### config.mk
export PLATFORM = sky130hd
export DESIGN_NAME = active_pixel_loader_flat
export DESIGN_NICKNAME = d
export VERILOG_FILES = /design/src/rtl/timing_core_pkg.sv /design/src/rtl/active_pixel_loader_if.sv /design/src/rtl/active_pixel_loader_bit_serializer.sv /design/src/rtl/active_pixel_loader.sv /design/src/flat_wrapper.sv
export SDC_FILE = /design/constraint.sdc
export NUM_CORES = 1
export LEC_CHECK = 0
export ABC_CLOCK_PERIOD_IN_PS = 1740
export CORE_MARGIN = 1.5
export CORE_UTILIZATION = 55
export DETAILED_ROUTE_END_ITERATION = 16
export DONT_BUFFER_PORTS = 1
export PLACE_DENSITY = 0.71
export SLEW_MARGIN = 20
export SYNTH_ARGS = -nofsm -noshare
export SYNTH_HDL_FRONTEND = slang
export SYNTH_SLANG_ARGS = --single-unit
### constraint.sdc
create_clock -name clk_i -period 1.74 [get_ports clk_i]
set_clock_uncertainty 0.15 [all_clocks]
set_input_delay 0.174 -clock clk_i [delete_from_list [all_inputs] [get_ports clk_i]]
set_output_delay 0.174 -clock clk_i [all_outputs]
set_load 0.02 [all_outputs]
### src/rtl/timing_core_pkg.sv
// timing_core_pkg
// Constants and types shared by the active-pixel loader and the
// active-pixel memory.
//   DEPTH          flags per map (one per pixel slot of a scan line)
//   ADDR_W         write address width, log2(DEPTH)
//   WORD_W         stream word width; DEPTH must be a multiple of it
//   loader_state_t loader FSM encoding
package timing_core_pkg;

    localparam int DEPTH  = 2048;
    localparam int ADDR_W = 11;
    localparam int WORD_W = 32;
    localparam int CNT_W  = $clog2(WORD_W);

    typedef enum logic [1:0] {
        LOAD  = 2'd0,
        SHIFT = 2'd1,
        DONE  = 2'd2
    } loader_state_t;

endpackage

### src/rtl/active_pixel_loader_if.sv
// active_pixel_loader_if
// Valid/ready word stream carrying packed active-pixel flags.
//   data   packed flags, bit k lands at address base+k
//   valid  word valid (source -> loader)
//   ready  loader can take a word (loader -> source)
// Modports: master = stream source, slave = loader.
interface active_pixel_loader_if;
    import timing_core_pkg::*;

    logic [WORD_W-1:0] data;
    logic              valid;
    logic              ready;

    modport master (output data, output valid, input  ready);
    modport slave  (input  data, input  valid, output ready);
endinterface

### src/rtl/active_pixel_loader_bit_serializer.sv
// bit_serializer
// WORD_W-bit shift register plus bit counter. A load latches a word and
// then one bit per cycle is presented, LSB first, for WORD_W cycles.
//   clk_i, rst_i  clock, synchronous active-high reset
//   clear_i       drop the word in flight (flush)
//   load_i        latch data_i and start shifting next cycle
//   data_i        word to serialize
//   bit_o         current bit (registered)
//   busy_o        a bit is being presented this cycle (registered)
//   last_o        the presented bit is the final one of the word
module bit_serializer
    import timing_core_pkg::*;
(
    input  logic              clk_i,
    input  logic              rst_i,
    input  logic              clear_i,
    input  logic              load_i,
    input  logic [WORD_W-1:0] data_i,
    output logic              bit_o,
    output logic              busy_o,
    output logic              last_o
);

    logic [WORD_W-1:0] sreg;
    logic [CNT_W-1:0]  cnt;

    always_ff @(posedge clk_i) begin
        if (rst_i || clear_i) begin
            sreg   <= '0;
            cnt    <= '0;
            busy_o <= 1'b0;
        end else if (load_i) begin
            sreg   <= data_i;
            cnt    <= '0;
            busy_o <= 1'b1;
        end else if (busy_o) begin
            sreg <= sreg >> 1;
            cnt  <= cnt + 1'b1;
            if (last_o) busy_o <= 1'b0;
        end
    end

    assign bit_o  = sreg[0];
    assign last_o = busy_o && (cnt == CNT_W'(WORD_W - 1));

endmodule

### src/rtl/active_pixel_loader.sv
// active_pixel_loader
// Fills the shadow bank of the ping-pong active-pixel memory from a word
// stream, one flag per cycle, and swaps banks on a timing-core boundary
// once the map is complete.
//   clk_i, rst_i    clock, synchronous active-high reset
//   s               word stream (slave side)
//   swap_i          boundary pulse; swaps banks only when a map is loaded
//   flush_i         abandon the partial map, restart at address 0
//   waddr_o/wdata_o/wen_o  memory write port
//   mem_selector_o  1: writes to bank 1, reads from bank 0
//   loaded_o        shadow bank complete, waiting for swap
//   swap_miss_o     one-cycle pulse: swap arrived before the map was complete
module active_pixel_loader
    import timing_core_pkg::*;
(
    input  logic                  clk_i,
    input  logic                  rst_i,
    active_pixel_loader_if.slave  s,
    input  logic                  swap_i,
    input  logic                  flush_i,
    output logic [ADDR_W-1:0]     waddr_o,
    output logic                  wdata_o,
    output logic                  wen_o,
    output logic                  mem_selector_o,
    output logic                  loaded_o,
    output logic                  swap_miss_o
);

    localparam logic [1:0] ST_LOAD  = LOAD;
    localparam logic [1:0] ST_SHIFT = SHIFT;
    localparam logic [1:0] ST_DONE  = DONE;

    logic [1:0] state;
    logic       ready_q;
    logic       hs;
    logic       ser_last;
    logic       end_of_map;

    assign s.ready    = ready_q;
    // flush beats the stream: a word offered alongside flush is not taken
    assign hs         = s.valid && ready_q && !flush_i;
    assign end_of_map = (waddr_o == ADDR_W'(DEPTH - 1));

    bit_serializer u_ser (
        .clk_i  (clk_i),
        .rst_i  (rst_i),
        .clear_i(flush_i),
        .load_i (hs),
        .data_i (s.data),
        .bit_o  (wdata_o),
        .busy_o (wen_o),
        .last_o (ser_last)
    );

    always_ff @(posedge clk_i) begin
        if (rst_i) begin
            state          <= ST_LOAD;
            ready_q        <= 1'b0;
            waddr_o        <= '0;
            mem_selector_o <= 1'b0;
            loaded_o       <= 1'b0;
            swap_miss_o    <= 1'b0;
        end else begin
            // any swap not landing in DONE is reported and otherwise ignored
            swap_miss_o <= swap_i && !flush_i && (state != ST_DONE);

            if (flush_i) begin
                state    <= ST_LOAD;
                waddr_o  <= '0;
                ready_q  <= 1'b1;
                loaded_o <= 1'b0;
            end else begin
                unique case (state)
                    ST_LOAD: begin
                        if (hs) begin
                            state   <= ST_SHIFT;
                            ready_q <= 1'b0;
                        end else begin
                            ready_q <= 1'b1;
                        end
                    end
                    ST_SHIFT: begin
                        if (wen_o) begin
                            // pointer parks on DEPTH-1 rather than wrapping
                            if (ser_last && end_of_map) begin
                                state    <= ST_DONE;
                                loaded_o <= 1'b1;
                            end else begin
                                waddr_o <= waddr_o + 1'b1;
                                if (ser_last) begin
                                    state   <= ST_LOAD;
                                    ready_q <= 1'b1;
                                end
                            end
                        end
                    end
                    ST_DONE: begin
                        if (swap_i) begin
                            state          <= ST_LOAD;
                            mem_selector_o <= ~mem_selector_o;
                            waddr_o        <= '0;
                            loaded_o       <= 1'b0;
                            ready_q        <= 1'b1;
                        end
                    end
                    default: begin
                        state   <= ST_LOAD;
                        ready_q <= 1'b1;
                    end
                endcase
            end
        end
    end

endmodule
### src/flat_wrapper.sv
// flat-port wrapper written by rule: the top's interface ports become plain ports
module active_pixel_loader_flat import timing_core_pkg::*;
  (clk_i, rst_i, swap_i, flush_i, waddr_o, wdata_o, wen_o, mem_selector_o, loaded_o, swap_miss_o, s_data, s_valid, s_ready);
  active_pixel_loader_if s_i ();
  input  logic clk_i;
  input  logic rst_i;
  input  logic swap_i;
  input  logic flush_i;
  output logic [ADDR_W-1:0] waddr_o;
  output logic wdata_o;
  output logic wen_o;
  output logic mem_selector_o;
  output logic loaded_o;
  output logic swap_miss_o;
  input wire logic [$bits(s_i.data)-1:0] s_data;
  input wire logic [$bits(s_i.valid)-1:0] s_valid;
  output wire logic [$bits(s_i.ready)-1:0] s_ready;
  assign s_i.data = s_data;
  assign s_i.valid = s_valid;
  assign s_ready = s_i.ready;
  active_pixel_loader u_core (.clk_i(clk_i), .rst_i(rst_i), .s(s_i), .swap_i(swap_i), .flush_i(flush_i), .waddr_o(waddr_o), .wdata_o(wdata_o), .wen_o(wen_o), .mem_selector_o(mem_selector_o), .loaded_o(loaded_o), .swap_miss_o(swap_miss_o));
endmodule
# [Yosys cells after proc, flatten, opt, wreduce, memory -nomap -nowiden]
# Cells that the tools add are included.
[classes] n_reduce_logical=18 bitwise_logic=2 n_mul=0 order_cmp=0 n_div=0 n_mux=26 n_addsub=2 shift=0 n_eq_ne=15
[ops] operator="$mux W32" n=2
[ops] operator="$mux W11" n=3
[ops] operator="$pmux W11 S2" n=1
[ops] operator="$reduce_and A4 Y1" n=4
[ops] operator="$mux W1" n=12
[ops] operator="$add A11 B1 Y11 const B" n=1
[ops] operator="$eq A11 B11 Y1 const B" n=1
[ops] operator="$mux W2" n=5
[ops] operator="$ne A3 B3 Y1 const B" n=3
[ops] operator="$ne A2 B2 Y1 const B" n=4
[ops] operator="$logic_and A1 B1 Y1" n=6
[ops] operator="$pmux W2 S3" n=1
[ops] operator="$add A5 B1 Y5 const B" n=1
[ops] operator="$eq A5 B5 Y1 const B" n=1
[ops] operator="$ne A2 B1 Y1 const B" n=2
[ops] operator="$reduce_bool A2 Y1" n=2
[ops] operator="$reduce_or A2 Y1" n=2
[ops] operator="$ne A3 B1 Y1 const B" n=1
[ops] operator="$ne A3 B2 Y1 const B" n=1
[ops] operator="$pmux W1 S3" n=1
[ops] operator="$reduce_and A3 Y1" n=1
[ops] operator="$eq A2 B1 Y1 const B" n=1
[ops] operator="$eq A2 B2 Y1 const B" n=1
[ops] operator="$logic_not A2 Y1" n=1
[ops] operator="other kinds (4)" n=5
[word_totals] romBits=0 output_inout_bits=17 latchBits=0 reg_bits=55 wordCells=72 mem_count=0 in_bits=37 ram_bits=0

# [Logic depth before layout (Yosys ltp)]
# Gate-level depths: netlist of the first run.
[depth] depth_word=7 depth_mapped=8

# [By module]
# From an unflattened synthesis of the first run, not the netlist that was laid out.
[unflattened] cells_unflattened=281 area_unflattened_um2=2693.8
[by_module_without_submodules] mod="bit_serializer" instances=1 area_each_um2=1766.7 cells_each=172 seq_area_each_um2=760.7
[by_module_without_submodules] mod="active_pixel_loader" instances=1 area_each_um2=927.1 cells_each=109 seq_area_each_um2=340.3

# [Worst setup path before layout of the first run]
# OpenSTA, ideal clock, no wires.
[synth_path] path_kind="reg2reg" start="register u_core.u_ser.cnt[0]" end="register u_core.waddr_o[3]" stages_incl_launch_ff=8 t_arrival_ns=1.690 required_ns=1.520 path_slack_ns=-0.170 path_buffers=0 cell_sequence="dfxtp_1 > ha_1 > and3_1 > ha_1 > nand4_1 > nor4_4 > or4_1 > a21oi_1"
[synth_via] elab_chain_cells=5
[synth_rtl] item="start, declared" line="active_pixel_loader_bit_serializer.sv:25" source="logic [CNT_W-1:0] cnt;"
[synth_rtl] item="start signal, assigned" line="active_pixel_loader_bit_serializer.sv:38" source="cnt <= cnt + 1'b1;"
[synth_rtl] item="$eq A5 B5 Y1" line="active_pixel_loader_bit_serializer.sv:44" source="assign last_o = busy_o && (cnt == CNT_W'(WORD_W - 1));"
[synth_rtl] item="$logic_and A1 B1 Y1" line="active_pixel_loader_bit_serializer.sv:44"
[synth_rtl] item="$logic_and A1 B1 Y1" line="active_pixel_loader.sv:85" source="if (ser_last && end_of_map) begin"
[synth_rtl] item="$ne A2 B2 Y1 (no line)"
[synth_rtl] item="$reduce_and A4 Y1 (no line)"
[synth_rtl] item="end signal, assigned" line="active_pixel_loader.sv:89" source="waddr_o <= waddr_o + 1'b1;"
[synth_rtl] item="end, declared" line="active_pixel_loader.sv:21" source="output logic [ADDR_W-1:0] waddr_o,"
# No other way between the ends.
# A chain may end at the register's enable or synchronous reset.

# [Final worst setup path of the first run]
[layout_path] start="register u_core.u_ser.cnt[0]" end="register u_core.waddr_o[5]"
# Same word-level chain as after synthesis.

==> results of run 1 <==
==> what timing repair did <==
action | 4_1_cts | 5_1_grt
hold endpoints to repair | 37 | 0
cloned | 0 | 0
hold buffers | 36 | 0
resized for setup | 7 | 2
endpoints found under the setup margin | 13 | 14
pin swaps | 4 | 3
buffers inserted | 0 | 1
==> placed cells by master, fill, tap and decap left out, types with 2 or more instances in the layout <==
master,count
dfxtp_1,52
nor2_1,46
mux2i_1,36
dlygate4sd3_1,36
buf_4,35
a211oi_1,31
nand2_1,13
a21oi_1,6
nand3_1,5
clkbuf_8,5
nand3b_1,4
nor3_1,4
or3_1,4
nor4_4,4
o21a_1,4
nand2b_1,3
nand4_1,3
or4_1,3
dfxtp_2,3
xor2_1,2
o31ai_1,2
ha_4,2
==> synth_stat cells, types with 2 or more instances <==
cell,count,area [µm²]
a211oi_1,31,233
a21oi_1,7,35.0
and3_1,2,12.5
buf_1,3,11.3
buf_2,7,35.0
buf_6,2,22.5
clkbuf_1,5,18.8
dfxtp_1,55,1100
ha_1,3,37.5
mux2i_1,36,360
nand2_1,13,48.8
nand2b_1,3,18.8
nand3_1,5,25.0
nand3b_1,4,30.0
nand4_1,3,18.8
nor2_1,47,176
nor3_1,5,25.0
nor4_2,2,25.0
nor4_4,2,42.5
o21a_1,4,30.0
o21ai_0,2,10.0
o311ai_0,2,17.5
o31ai_1,2,15.0
or3_1,5,31.3
or4_1,3,22.5
xor2_1,2,17.5
==> per-layer routing <==
layer | up-vias | global-route usage, % | part of all wire [%]
met5 | - | 0 | 0
met4 | 0 | 6.50 | 1.0
met3 | 8 | 5.13 | 4.5
li1 | 1111 | - | -
met2 | 63 | 41.2 | 50
met1 | 1043 | 31.0 | 44
==> state kept, by name, summed over array words and instances, names as in the netlist <==
signal and count:
u_core.loaded_o 1, u_core.mem_selector_o 1, u_core.s.ready 1, u_core.state 2, u_core.swap_miss_o 1, u_core.u_ser.busy_o 1, u_core.u_ser.cnt 5, u_core.u_ser.sreg 32
u_core.waddr_o 11
==> per-stage QoR <==
step           TNS [ns]  std cells  util (%)
3_3_place_gp     -0.827        339      64.4
2_1_floorplan    -0.359        270         -
4_1_cts           -1.31        383      76.1
3_5_place_dp      -1.14        339      64.4
6_report          -1.57        384      76.5
5_1_grt           -2.71        384      76.5
==> worst paths after layout <==
path,end,slack (ns),depth (start not counted)
min,u_core.waddr_o[1],0.01,3
max reg2reg,u_core.waddr_o[5],-0.17,7
min reg2reg,u_core.u_ser.sreg[31],0.35,2
max,u_core.waddr_o[5],-0.17,7
==> power by group through the flow <==
| stage | Clock [µW] | Sequential (µW) | Combinational (µW) |
|---|---|---|---|
| detailed placement | 0 | 1320 | 117 |
| floorplan | 0 | 1320 | 87.7 |
| global route | 909 | 1300 | 205 |
| global placement | 0 | 1320 | 114 |
| finish | 854 | 1290 | 187 |
| CTS | 868 | 1290 | 185 |
==> area by class of cell <==
cell class	count	area [µm²]
Multi-Input combinational cell	196	1450
Sequential cell	55	1100
Fill cell	317	1040
Timing Repair Buffer	72	643
Clock buffer	6	72.6
Tap cell	52	65.1
Clock inverter	2	38.8
Inverter	1	3.75
==> kinds of logic (layout without fill, tap and decap cells) <==
logic type,after synthesis,after routing,share of synthesized area [%]
simple gates,102,102,21.7
flops,55,55,43.1
compound gates,52,52,14.7
mux,36,36,14.1
buf+inv,19,81,3.87
fa+ha+maj,3,3,1.47
xor+xnor,3,3,1.03
==> worst max-delay path, delay by kind of cell, from the launching register on <==
kind	cells	cell delay, ns
adder cells (fa/ha/maj)	2	0.31
flip-flops	1	0.35
multiplexers	1	0.25
AND/OR/NAND/NOR	4	0.77
==> summary.md, run 1 <==
| Metric | Value |
|---|---|
| Status | complete, but fails checks |
| Failing checks | negative setup slack |
| Fin Hold WS | 0.0129 ns |
| Initial DRC Count | 176 |
| Antenna violations before repair | 0 |
| Hold_sp | flush_i |
| Via count | 2,225 |
| CTS sink count | 55 |
| Sequential power share | 55.4% |
| Number of flops mapped to enable cells by yosys | 0 |
| Longest Clk Path Bufs | 2 |
| Worst path slowest cell | nor4b_1 |
| Post-Syn Area | 2550 µm² |
| Setup crit end kind | flip-flop |
| Register area share after synthesis | a little over two fifths |
| Initial Util | 57.8% |
| Mapped Nets | 310 |
| Final setup fails | 11 |
| Peak supply drop | 0.526 mV |
| Cell mode on critical path | ha_4 |
| CP peak stage delay | 0.39 ns |
| Largest net degree at the start of global routing | 66 |
| Ys flop type | dfxtp_1 |
| Overall die width | 71.1 µm |
| Vias per Instance | roughly 5.8 |
| Maximum clock rate | 522 MHz |
| Leakage | between 0.001 and 0.0015 µW |
| Combinational group share of total power | 8.0% |
| Final min period | 1.91 ns |
| Final Power | around 2300 µW |
| Cell count after synthesis | 270 |
| Synth warn | 0 |
| Clk root buf | clkbuf_8 |
| Relative slew slack | 61.9% |
| Setup crit start kind | flip-flop |
| Worst hold-check path type | input pin to flip-flop |
| # diodes | 0 |
| Nets | 371 |
| Final hold vios | 0 |
| Die Area | roughly 5100 µm² |
| Post-synthesis async set-or-reset flop share | 0% |
| H-tree Lvls | 2 |
| PD cells | 691 nW/µm² |
| Die Ht | around 71 µm |
| Avg Inst Size Synth | 9.45 µm² |
| Critical path, cell by cell | ha_4, and3_4, ha_4, nand4_1, nor4_4, nor4b_1, mux2i_1 |
| Port bufs | 0 |
| Arrival @ worst endpoint | 1.99 ns |
| HPWL Detailed | 3630 µm |
| DR DRC count | 0 |
| Final wirelength | 5890 µm |
| Num rows | 24 |
| Clock Power Share | 36.6% |
| Actual slew at the worst max-slew pin | ~0.57 ns |
| Setup WS pre-CTS | -0.143 ns |
| Unrepaired setup endpoints after global routing | yes |
| Pint | 1810 µW |
| Grt ovf | 0 |
| Detail Route Antenna Nets | 0 |
| Post-synthesis cell type count | between 40 and 50 |
| Clk_lat worst skew | 0.31 ns |
| Post-layout instance area | 3380 µm² |
| #FFs+latches synth | 55 |
| # IOs | 54 |
| Placed cell area | 2840 µm² |
| Switch share | 22.4% |
| Routed len/inst | between 15 and 20 µm |
| PnR worst setup slack | -0.174 ns |
| Final Max Slew Viols | 0 |
| CTS tree | yes |
| MaxCap Viol Count | 0 |
| P_sw | 523 µW |
| Proportion of layout cells with a drive suffix above 1 | 19.0% |
| Worst setup path class | flip-flop to flip-flop |
| Core area | approximately 4400 µm² |
| CTS clk-pin slew, worst paths | 0.10 ns |
| GR Util All Layers | 24.1% |
| CTS Buf Count | 5 |
| Req. time, crit path | 1.82 ns |
| RR Startpoint | u_core.u_ser.cnt[0] |
| Final period utilization | 110% |
| Layout area overhead | 32.3% |
| DRT Pass-1 Iters | 4 |
| Vias in the first global route | 2,162 |
| First-pass GRT wire length | 9740 µm |
| CP max FO | 5 |
| Critical Path Start | u_core.u_ser.cnt[0] |
| Gp weighted congestion | 0.850 |
Note: power is estimated with default switching activity, not from simulation.
==> run 2: changes to the inputs <==
- CELL_PAD_IN_SITES_DETAIL_PLACEMENT: unset -> 0
- CELL_PAD_IN_SITES_GLOBAL_PLACEMENT: unset -> 1
- CORE_UTILIZATION: 55 -> 43
- PLACE_DENSITY: 0.71 -> 0.73
- RECOVER_POWER: unset -> 100
==> run 2 against run 1 <==
Effect of this change:
- the run still ends with negative setup slack left
- critical path depth grew 1
- global-route usage is 5.3 points lower
- register-to-register slack gained 0.05 ns
- final cell count grew 5.2%
- first-iteration DRC count decreased by 39%
- setup slack improved by 0.047 ns
- critical path type unchanged
==> summary.md, run 2 (same netlist as run 1, synthesis figures left out) <==
| Metric | Value |
|---|---|
| Status | complete, but fails checks |
| Failing checks | negative setup slack |
| Sequential power share | 59.3% (+3.9 points) |
| CTS Buf Count | 5 (unchanged) |
| Layout area overhead | 30.5% |
| Proportion of layout cells with a drive suffix above 1 | 16.9% (-2.1 points) |
| Largest net degree at the start of global routing | 66 (unchanged) |
| Hold_sp | flush_i |
| Final period utilization | 107% (-2.7 points) |
| Worst-case reg-to-reg path depth | 8 (+1) |
| Largest regs | u_core.u_ser.sreg (32), u_core.waddr_o (11), u_core.u_ser.cnt (5) |
| Routed len/inst | 13.9 µm (-9.4%) |
| # IOs | 54 (unchanged) |
| Antenna violations before repair | 0 (unchanged) |
| PnR worst setup slack | -0.127 ns (+0.0470 ns) |
| Final setup fails | 13 (+2) |
| Setup crit start kind | flip-flop |
| Peak supply drop | 0.370 mV (-30%) |
| Via count | 2,173 (-2.3%) |
| Leakage | 0.00114 µW (-3.7%) |
| Num rows | 27 (+13%) |
| Final hold vios | 0 (unchanged) |
| DR DRC count | 0 (unchanged) |
| Clock Power Share | 32.5% (-4.1 points) |
| # diodes | 0 (unchanged) |
| Switch share | 24.0% (+1.6 points) |
| Combinational group share of total power | 8.2% (+0.2 points) |
| Actual slew at the worst max-slew pin | 0.659 ns (+0.0897 ns) |
| Overall die width | 80.0 µm (+13%) |
| Unrepaired setup endpoints after global routing | yes |
| H-tree Lvls | 2 (unchanged) |
| Layout fillers | 529 (+67%) |
| DRT Pass-1 Iters | 4 (unchanged) |
| Clk root buf | clkbuf_8 |
| Longest Clk Path Bufs | 2 (unchanged) |
| Req. time, crit path | 1.80 ns (-0.02 ns) |
| Hold path depth | 3 (unchanged) |
| Final wirelength | 5610 µm (-4.7%) |
| Initial DRC Count | 107 (-39%) |
| Commonest non-fill, non-tap cells in the layout | dfxtp_1, nor2_1, mux2i_1 |
| First-pass GRT wire length | 9540 µm (-2.0%) |
| Die Ht | 80.0 µm (+13%) |
| Commonest non-fill, non-tap cell in the layout | dfxtp_1 |
| Vias in the first global route | 2,098 (-3.0%) |
| HPWL Detailed | 3790 µm (+4.2%) |
| Nets | 371 (unchanged) |
| MaxCap Viol Count | 0 (unchanged) |
| Die Area | 6410 µm² (+27%) |
| RR Startpoint | u_core.u_ser.cnt[0] |
| CP max FO | 7 (+2) |
| Clk_lat worst skew | 0.31 ns (about the same) |
| Arrival @ worst endpoint | 1.93 ns (-0.06 ns) |
| Grt ovf | 0 (unchanged) |
| Maximum clock rate | 536 MHz (+2.5%) |
| FF/Latch Area | 1100 µm² (unchanged) |
| Max reg flops | 32 (unchanged) |
| Worst setup path class | flip-flop to flip-flop |
| Placed cell area | 2870 µm² (+1.1%) |
| Critical Path Start | u_core.u_ser.cnt[0] |
| Pint | 1660 µW (-8.6%) |
| Relative slew slack | 56.1% (-5.8 points) |
| Gp weighted congestion | 0.807 (-5.1%) |
| R2R setup slack | -0.13 ns (+0.05 ns) |
| Vias per Instance | 5.38 (-7.2%) |
| Final Power | 2180 µW (-6.7%) |
| CTS clk-pin slew, worst paths | 0.10 ns (about the same) |
| Hold worst-path end | u_core.s.ready |
| Most flops, register | u_core.u_ser.sreg |
| Worst reg2reg path endpoint | u_core.waddr_o[1] |
| Initial Util | 45.5% (-12 points) |
| Final min period | 1.87 ns (-0.0470 ns) |
| CTS sink count | 55 (unchanged) |
| Setup crit end kind | flip-flop |
| Post-layout instance area | 3330 µm² (-1.4%) |
| Multi-input combinational cell area | 1430 µm² (-1.3%) |
| Fin Hold WS | 0.00586 ns (-0.00707 ns) |
| Port bufs | 0 (unchanged) |
| Worst hold-check path type | input pin to flip-flop |
| Detail Route Antenna Nets | 0 (unchanged) |
| PD cells | 654 nW/µm² (-5.4%) |
| CTS tree | yes |
| GR Util All Layers | 18.8% (-5.3 points) |
| Core area | 5610 µm² (+27%) |
| P_sw | 522 µW (-0.20%) |
| Final Max Slew Viols | 0 (unchanged) |
==> run 2: cell count changes in the layout (fill, tap and decap cells not counted), moves of 2 or more <==
cell	before	now
clkbuf_1	1	7
o311ai_1	0	2
buf_4	35	27
clkbuf_4	0	2
clkinv_2	0	2
==> run 2: metrics by stage <==
step	worst slack, ns	util, %	std cells	TNS, ns
6_report	-0.127	59.4	404	-1.03
5_1_grt	-0.213	59.4	404	-2.25
4_1_cts	-0.140	59.8	403	-1.10
3_5_place_dp	-0.187	51.2	358	-1.33
3_3_place_gp	-0.152	51.2	358	-0.884
2_1_floorplan	-0.0824	-	270	-0.359
==> run 2: final cells by class <==
| class | count | share of cell area, % |
|---|---|---|
| Clock inverter | 3 | 0.563 |
| Tap cell | 72 | 2.70 |
| Clock buffer | 5 | 2.07 |
| Sequential cell | 55 | 33.2 |
| Timing Repair Buffer | 72 | 18.4 |
| Multi-Input combinational cell | 196 | 42.9 |
| Inverter | 1 | 0.113 |
==> run 2: worst max path at each step <==
stage                     cells past startpoint                 to
after floorplan                               7  u_core.waddr_o[3]
after global placement                        8  u_core.waddr_o[1]
after detailed placement                      8  u_core.waddr_o[1]
after CTS                                     8  u_core.waddr_o[1]
after global routing                          8  u_core.waddr_o[5]
final                                         8  u_core.waddr_o[1]
==> run 2: worst max-delay path, cell delays in order, from the launching register on <==
cell and delay, ns:
dfxtp_2 0.36, ha_4 0.13, and3_4 0.18, ha_4 0.13
nand4_1 0.14, nor4_4 0.26, buf_4 0.21, nor3_2 0.05
o21a_1 0.15
==> run 2: what timing repair did <==
action,CTS,global route
setup endpoints to repair,12,14
hold buffers,35,0
hold endpoints to repair,37,0
resized for setup,3,4
buffers inserted,2,1
pin swaps,6,2
==> run 2: metal layers <==
layer,global-route usage [%],vias up,routed length [µm]
li1,-,1115,-
met1,24.8,1020,2650
met2,30.6,34,2740
met3,3.77,4,183
met4,6.21,0,37
met5,0,-,0
==> run 2: power by group through the flow <==
stage | registers (µW) | logic, µW | clock network [µW]
global placement | 1320 | 117 | 0
floorplan | 1320 | 87.7 | 0
finish | 1290 | 178 | 707
CTS | 1290 | 183 | 735
detailed placement | 1320 | 118 | 0
global route | 1300 | 195 | 787
